[src/rtl/id_scoreboard_regfile.sv]
// id_scoreboard_regfile
//   Decode-stage register file with load-use scoreboard.
//   Holds NREG architectural registers with RD_PORTS combinational read
//   ports (write-through bypass) and one writeback port. Each register
//   has a 4-bit busy counter. A load that issues sets its destination's
//   counter to LOAD_LAT. A valid reader of a busy register raises stall.
//
// Ports
//   clk, rst              clock; asynchronous active-low reset
//   rd_valid              ID instruction requests operand reads
//   rd_use[RD_PORTS]      per-port participation in the hazard check
//   rd_addr / rd_data     packed read addresses / data, port 0 in LSBs
//   wr_en/wr_addr/wr_data writeback port
//   issue_valid/_load/_dst  instruction leaving ID; load flag; destination
//   flush                 kill the instruction in ID
//   stall, hold_pc, hold_if  load-use hazard (all three identical)
//   bubble                stall | flush, zero control fields into EX
//   stall_count           saturating count of stalled cycles
//
// Handshake: the ID instruction issues on a rising edge only when
// issue_valid=1, stall=0 and flush=0 in that cycle. A rejected issue
// leaves the scoreboard untouched apart from the normal decrement.
// rd_addr values must be below NREG.
module id_scoreboard_regfile #(
    parameter int DATA_W   = 32,
    parameter int NREG     = 32,
    parameter int RD_PORTS = 2,
    parameter int LOAD_LAT = 1,
    parameter int ZERO_REG = 1,
    parameter int ADDR_W   = (NREG > 1) ? $clog2(NREG) : 1
) (
    input  logic                       clk,
    input  logic                       rst,
    input  logic                       rd_valid,
    input  logic [RD_PORTS-1:0]        rd_use,
    input  logic [RD_PORTS*ADDR_W-1:0] rd_addr,
    output logic [RD_PORTS*DATA_W-1:0] rd_data,
    input  logic                       wr_en,
    input  logic [ADDR_W-1:0]          wr_addr,
    input  logic [DATA_W-1:0]          wr_data,
    input  logic                       issue_valid,
    input  logic                       issue_load,
    input  logic [ADDR_W-1:0]          issue_dst,
    input  logic                       flush,
    output logic                       stall,
    output logic                       hold_pc,
    output logic                       hold_if,
    output logic                       bubble,
    output logic [15:0]                stall_count
);

    localparam logic [3:0] LAT = 4'(LOAD_LAT);

    logic [DATA_W-1:0]   regs [NREG];
    logic [3:0]          cnt  [NREG];
    logic [NREG-1:0]     busy;
    logic [RD_PORTS-1:0] port_hit;
    logic                issue_accept;
    logic                load_set;

    // Register 0 is hardwired to zero when ZERO_REG is enabled.
    function automatic logic is_zero(input logic [ADDR_W-1:0] a);
        return (ZERO_REG != 0) && (a == '0);
    endfunction

    always_comb begin
        busy = '0;
        for (int r = 0; r < NREG; r++) begin
            busy[r] = (cnt[r] != 4'd0);
        end
    end

    for (genvar g = 0; g < RD_PORTS; g++) begin : g_rd
        logic [ADDR_W-1:0] addr;
        assign addr = rd_addr[g*ADDR_W +: ADDR_W];
        // Same-cycle writeback is forwarded so ID sees the newest value.
        assign rd_data[g*DATA_W +: DATA_W] =
            is_zero(addr)                  ? '0      :
            (wr_en && (wr_addr == addr))   ? wr_data :
                                             regs[addr];
        assign port_hit[g] = rd_use[g] && busy[addr];
    end

    assign stall        = rd_valid && (|port_hit);
    assign hold_pc      = stall;
    assign hold_if      = stall;
    assign bubble       = stall || flush;
    assign issue_accept = issue_valid && !stall && !flush;
    assign load_set     = issue_accept && issue_load && !is_zero(issue_dst);

    always_ff @(posedge clk or negedge rst) begin
        if (!rst) begin
            for (int r = 0; r < NREG; r++) begin
                regs[r] <= '0;
            end
        end else if (wr_en && !is_zero(wr_addr)) begin
            regs[wr_addr] <= wr_data;
        end
    end

    // Priority per register: new load reload > writeback clear > decrement.
    always_ff @(posedge clk or negedge rst) begin
        if (!rst) begin
            for (int r = 0; r < NREG; r++) begin
                cnt[r] <= 4'd0;
            end
        end else begin
            for (int r = 0; r < NREG; r++) begin
                if (load_set && (issue_dst == ADDR_W'(r))) begin
                    cnt[r] <= LAT;
                end else if (wr_en && (wr_addr == ADDR_W'(r))) begin
                    cnt[r] <= 4'd0;
                end else if (cnt[r] != 4'd0) begin
                    cnt[r] <= cnt[r] - 4'd1;
                end
            end
        end
    end

    always_ff @(posedge clk or negedge rst) begin
        if (!rst) begin
            stall_count <= 16'd0;
        end else if (stall && (stall_count != 16'hFFFF)) begin
            stall_count <= stall_count + 16'd1;
        end
    end

endmodule

[config.mk]
export PLATFORM = sky130hd
export DESIGN_NAME = id_scoreboard_regfile
export DESIGN_NICKNAME = d
export VERILOG_FILES = /design/src/rtl/id_scoreboard_regfile.sv
export SDC_FILE = /design/constraint.sdc
export NUM_CORES = 2
export LEC_CHECK = 0
export CORE_ASPECT_RATIO = 0.5
export CORE_MARGIN = 2
export CORE_UTILIZATION = 57
export DETAILED_ROUTE_END_ITERATION = 6
export PLACE_DENSITY = 0.77
export SLEW_MARGIN = 15
export SYNTH_ARGS = -nofsm -noshare
export SYNTH_HDL_FRONTEND = slang
export SYNTH_SLANG_ARGS = --single-unit
[constraint.sdc]
create_clock -name clk -period 2.92 [get_ports clk]
set_input_delay 0.584 -clock clk [delete_from_list [all_inputs] [get_ports clk]]
set_output_delay 0.584 -clock clk [all_outputs]
set_load 0.005 [all_outputs]
After elaboration in Yosys (flattened, before gate mapping)
Cells that the tools add are included.

Bits in registers: 1168. Input bits: 61. Output and inout port bits: 84.

Add/subtract/negate cells: 33. Magnitude comparators: 6. Equality and inequality tests: 65. Muxes and demuxes: 113. Bitwise operators: 3. Reduce and logical (&&, ||, !) cells: 150.

Operators with widths (number): $bwmux W1024 (1); $mux W4 (96); $bmux W32 S5 (2); $mux W32 (9); $demux W32 S5 (1); $eq A5 B5 Y1 const B (32); $reduce_bool A4 Y1 (32); $sub A4 B1 Y4 const B (32); $reduce_bool A3 Y1 (32); $eq A5 B4 Y1 const B (16); $logic_and A1 B1 Y1 (76); $eq A5 B3 Y1 const B (8); $eq A5 B2 Y1 const B (4); $logic_not A5 Y1 (4); $ge A6 B6 Y1 const B (3); $not A5 Y6 (3); $add A16 B1 Y16 const B (1); $ne A16 B16 Y1 const B (1); $lt A5 B6 Y1 const B (2); $bmux W1 S5 (2); $eq A5 B1 Y1 const B (2); $eq A5 B5 Y1 (2); $lt A6 B1 Y1 const B (1); $logic_not A1 Y1 (4); 3 further kinds (4).

Depth between registers and ports, before layout
Word-level depth: 13. Depth in mapped cells: 12.

Worst setup path after synthesis
No wires, ideal clock.

Path type: input to output. Start: input rd_addr[5]. End: output rd_data[40]. Arrival time: 2.550 ns. Required time: 2.336 ns. Setup slack: -0.214 ns. Stages on the path: 8. Path through: buf_4 buf_6 buf_6 buf_2 mux4_2 mux4_2 a21oi_1 a211oi_1.

Word-level cells in the longest chain between the ends: 6. Elaborated cells on any way between the ends: 9. Those cells by class: eq/ne (1); mux (5); bitwise (1); reduce/logical (2).

Ends and longest elaborated chain: from (decl) (RTL line 36) `input logic [RD_PORTS*ADDR_W-1:0] rd_addr,`; $not A5 Y6 (not written as such) (RTL line 80) `regs[addr];`; $bmux W32 S5 (RTL line 80); $mux W32 (not written as such) (2 in series) (RTL line 80); $mux W32 (RTL line 79) `(wr_en && (wr_addr == addr)) ? wr_data :`; $mux W32 (*) (RTL line 78) `is_zero(addr) ? '0 :`; to (decl) (RTL line 37) `output logic [RD_PORTS*DATA_W-1:0] rd_data,`.

Every way passes the cells marked *; elsewhere a longest branch is shown, timed or not. The select of a mux whose other input is x is not followed.

Final worst setup path
Start: register cnt[20] in the netlist's numbering. End: output bubble.

Word-level cells in the longest chain between the ends: 7. Elaborated cells on any way between the ends: 10. Those cells by class: mux (4); reduce/logical (6).

Ends and longest elaborated chain: from (decl) (RTL line 55) `logic [3:0] cnt [NREG];`; from (signal, indexed assignment) (RTL line 114) `cnt[r] <= cnt[r] - 4'd1;`; $reduce_bool A4 Y1 (*) (RTL line 69) `busy[r] = (cnt[r] != 4'd0);`; $bmux W1 S5 (RTL line 81) `assign port_hit[g] = rd_use[g] && busy[addr];`; $mux W1 (not written as such) (RTL line 81); $logic_and A1 B1 Y1 (RTL line 81); $reduce_or A2 Y1 (*) (RTL line 84) `assign stall = rd_valid && (|port_hit);`; $logic_and A1 B1 Y1 (*) (RTL line 84); $logic_or A1 B1 Y1 (*) (RTL line 87) `assign bubble = stall || flush;`; to (decl) (RTL line 48) `output logic bubble,`.

Marks and branches as above.

==> flow_summary_export.csv <==
group,metric,value,unit
logic_synthesis,yosys_warnings,0,
clock_tree,h-tree-depth,3,
global_routing,grt_max_degree,134,
logic_synthesis,synth_edf_count,0,
detailed_routing,drt-total-wl,267000,um
detailed_routing,dr.pass1.iters,7,
floorplanning,rows,87,
logic_synthesis,synth_compound_area_frac,0.0823,
detailed_routing,ant_nets,0,
timing,whs,292,ps
pwr,power.leakage,37.5,nW
timing,post-route-worst-setup-slack,-912,ps
pwr,ir_drop,0.000626,V
floorplanning,start_util,0.573,
worst_setup_path,critPathTopFamily,"compound AO/OA/AOI/OAI gates",
worst_setup_path,crit_path_top_delay_cell,"dfrtp_1",
worst_setup_path,worst-setup-path-type,"register to output port",
detailed_routing,wl_per_cell,34.5,um
clock_tree,clk_pin_slew,70,ps
finish,final_area,83900,um^2
place,dp_hpwl,143000,um
timing,hold_viol_final,0,
place,dpl_cell_area,73300,um^2
logic_synthesis,synthSimpleGateAreaFrac,0.0745,
worst_setup_path,r2r_setup_slack,-300,ps
clock_tree,root_buffer,"clkbuf_16",
global_routing,track_usage,0.421,
logic_synthesis,syn_nets,5445,
global_routing,grt_busiest_layer,"met2",
timing,rsz0062_at_grt,"true",
pwr,power_density,691,nW/um^2
worst_setup_path,cp.required,2340,ps
global_routing,grt_antenna_before_repair,11,
status,violations,"design-rule violations, negative setup slack",
timing,post-route-period-util,1.31,
timing,worst_pin_slew,846,ps
logic_synthesis,synth_top_flop_cell,"dfrtp_1",
logic_synthesis,ys_seq_area_frac,0.454,
logic_synthesis,synth-seq-cells,1168,
floorplanning,fp.dieW,479,um
logic_synthesis,synthArstFlopShare,1.00,
timing,finalClockSkew,65.7,ps
global_routing,use_met2,0.597,
global_routing,grt_pass1_vias,57100,
clock_tree,cts_tree,"done",
logic_synthesis,netlist_area,64300,um^2
worst_setup_path,max_stage_delay,400,ps
detailed_routing,drc,22,
worst_hold_path,hold_class,"primary input to asynchronous set/reset pin",
place,place_ws,-1100,ps
clock_tree,clock_latency,790,ps
job,max-cap-violations,0,
place,port_buffers,144,
clock_tree,clock_path_buffers,3,
worst_setup_path,worstSetupEndpointType,"output port",
logic_synthesis,synth_top_family_by_area,"multiplexers",
detailed_routing,via_count,57800,
global_routing,gr-total-overflow,0,
finish,final_util,0.746,
global_routing,use_met1,0.525,
worst_setup_path,cp_data_arrival_time,3250,ps
status,status,"finished, violations left",
global_routing,grt_pass1_wl,364000,um
timing,max-slew-margin-rel,0.436,
floorplanning,ioPinCount,145,
worst_setup_path,path_max_fanout,6,
worst_setup_path,path_cells,"inv_1 -> ha_2 -> nor3b_4 -> mux2i_2 -> o211ai_1 -> o32ai_2 -> a311oi_2 -> o22ai_4 -> buf_12 -> or2_4 -> buf_6",
logic_synthesis,ys_types,61,
floorplanning,dieArea,116000,um^2
pwr,finalPower,57.9,mW
logic_synthesis,synth-xor-area-share,0.00776,
detailed_routing,first_iter_violations,9551,
finish,nets,6253,
timing,finalSetupTns,-50980,ps
logic_synthesis,muxShareOfSynthArea,0.336,
timing,setup_viol,186,
worst_setup_path,crit_path_start_kind,"register",
worst_setup_path,critPathBufInv,3,
logic_synthesis,avgSynthCellArea,12.0,um^2
clock_tree,clkSinkCount,1168,
clock_tree,cts_buffers,108,
timing,max_freq,261,MHz
timing,period_needed,3830,ps
logic_synthesis,syn_inst,5350,
place,routabilityCongestion,0.942,
floorplanning,die_y,242,um
place,dp_cells,7227,
global_routing,met3_usage,0.180,
finish,finalNonFillerCells,7756,
finish,syn_to_final_growth,30.4,%
timing,slew_violations,0,
detailed_routing,vias_per_cell,7.45,
floorplanning,core,112000,um^2
finish,drive_gt1_frac,0.500,
logic_synthesis,synthAdderAreaFrac,0.00661,
kinds of logic (layout without fill, tap and decap cells):
| logic type | after synthesis | count (layout) |
|---|---|---|
| multiplexers | 1640 | 1640 |
| flip-flops | 1168 | 1168 |
| AND/OR/NAND/NOR | 1016 | 1016 |
| AO/OA/AOI/OAI | 840 | 840 |
| buffers and inverters | 595 | 1485 |
| XOR/XNOR | 57 | 57 |
| adder cells (fa/ha/maj) | 34 | 34 |
| other | 0 | 3 |
path summary, 6_finish.rpt:
kind | startpoint | to | cells past startpoint
max reg2reg | cnt[20] | cnt[100] | 15
min reg2reg | regs[1023] | regs[1023] | 0
min | rst | regs[446] | 2
max in group asynchronous | rst | regs[154] | 4
max | cnt[20] | bubble | 11
min in group clk | regs[1023] | regs[1023] | 0
layout make-up:
class                      instances  area, um^2
multi-input combinational       3587       35500
timing repair buffer            1197       13100
clock inverter                    30         548
inverter                          96         369
tap                             1513        1890
antenna                            3        7.51
sequential                      1168       29200
fill                            5949       28500
clock buffer                     162        3220
report_power, final:
part	switching, mW	internal [mW]
registers	3.26	19.8
clock network	7.05	8.54
logic	9.06	10.2
total	19.4	38.5
synthesized netlist by cell type, types with 4 or more instances:
| master | n | area share |
|---|---|---|
| a211oi_1 | 32 | 0.0037 |
| a21o_1 | 15 | 0.0018 |
| a21oi_1 | 266 | 0.021 |
| a221oi_1 | 109 | 0.015 |
| a22oi_1 | 109 | 0.013 |
| and2_1 | 4 | 0.00039 |
| and3_1 | 13 | 0.0013 |
| buf_1 | 18 | 0.0011 |
| buf_2 | 67 | 0.0052 |
| buf_4 | 23 | 0.0027 |
| buf_6 | 7 | 0.0012 |
| clkbuf_1 | 384 | 0.022 |
| dfrtp_1 | 1168 | 0.45 |
| ha_1 | 34 | 0.0066 |
| inv_1 | 94 | 0.0055 |
| mux2_2 | 975 | 0.17 |
| mux2i_1 | 344 | 0.054 |
| mux4_2 | 319 | 0.11 |
| nand2_1 | 500 | 0.029 |
| nand2b_1 | 10 | 0.00097 |
| nand3_1 | 75 | 0.0058 |
| nand3b_1 | 6 | 0.00070 |
| nand4_1 | 10 | 0.00097 |
| nor2_1 | 170 | 0.0099 |
| nor2b_1 | 12 | 0.0012 |
| nor3_1 | 101 | 0.0079 |
| nor3_2 | 18 | 0.0028 |
| nor3b_1 | 32 | 0.0037 |
| nor3b_2 | 18 | 0.0035 |
| nor4_1 | 4 | 0.00039 |
| nor4_4 | 6 | 0.0020 |
| o211ai_1 | 66 | 0.0077 |
| o21ai_0 | 205 | 0.016 |
| o21bai_1 | 14 | 0.0016 |
| o22ai_1 | 6 | 0.00058 |
| or2_2 | 5 | 0.00049 |
| or3_1 | 25 | 0.0024 |
| xnor2_1 | 48 | 0.0065 |
| xor2_1 | 9 | 0.0012 |
state kept, by name, indices dropped and copies added (netlist names):
| register | count |
|---|---|
| regs | 1024 |
| stall_count | 16 |
| cnt | 128 |
cell usage in the layout, fill, tap and decap left out, types with 113 or more instances in the layout:
cell / count
dfrtp_1: 1168
buf_4: 675
mux2_2: 970
buf_12: 205
a21oi_1: 178
nor2_1: 140
mux4_2: 319
nand2_1: 485
mux2i_1: 324
clkbuf_16: 113
timing repair:
item | in CTS | in global routing
cloned | 22 | 5
setup endpoints to repair | 197 | 205
hold buffers | 1 | 0
pin swaps | 230 | 202
setup buffers | 251 | 93
gates resized for setup | 857 | 395
endpoints found under the hold margin | 15 | 0
worst reg2reg max path: cells and delay by family (launching register included):
family,cells,cell delay [ps]
buf+inv,6,820
mux,1,160
flops,1,400
compound gates,5,1000
simple gates,2,560
fa+ha+maj,1,190
layer usage:
layer | share of wire | vias up
met5 | 0.00060 | -
met4 | 0.097 | 18
met3 | 0.17 | 2258
met2 | 0.41 | 5873
met1 | 0.32 | 28200
li1 | - | 21400
(Power assumes the default switching activity.)
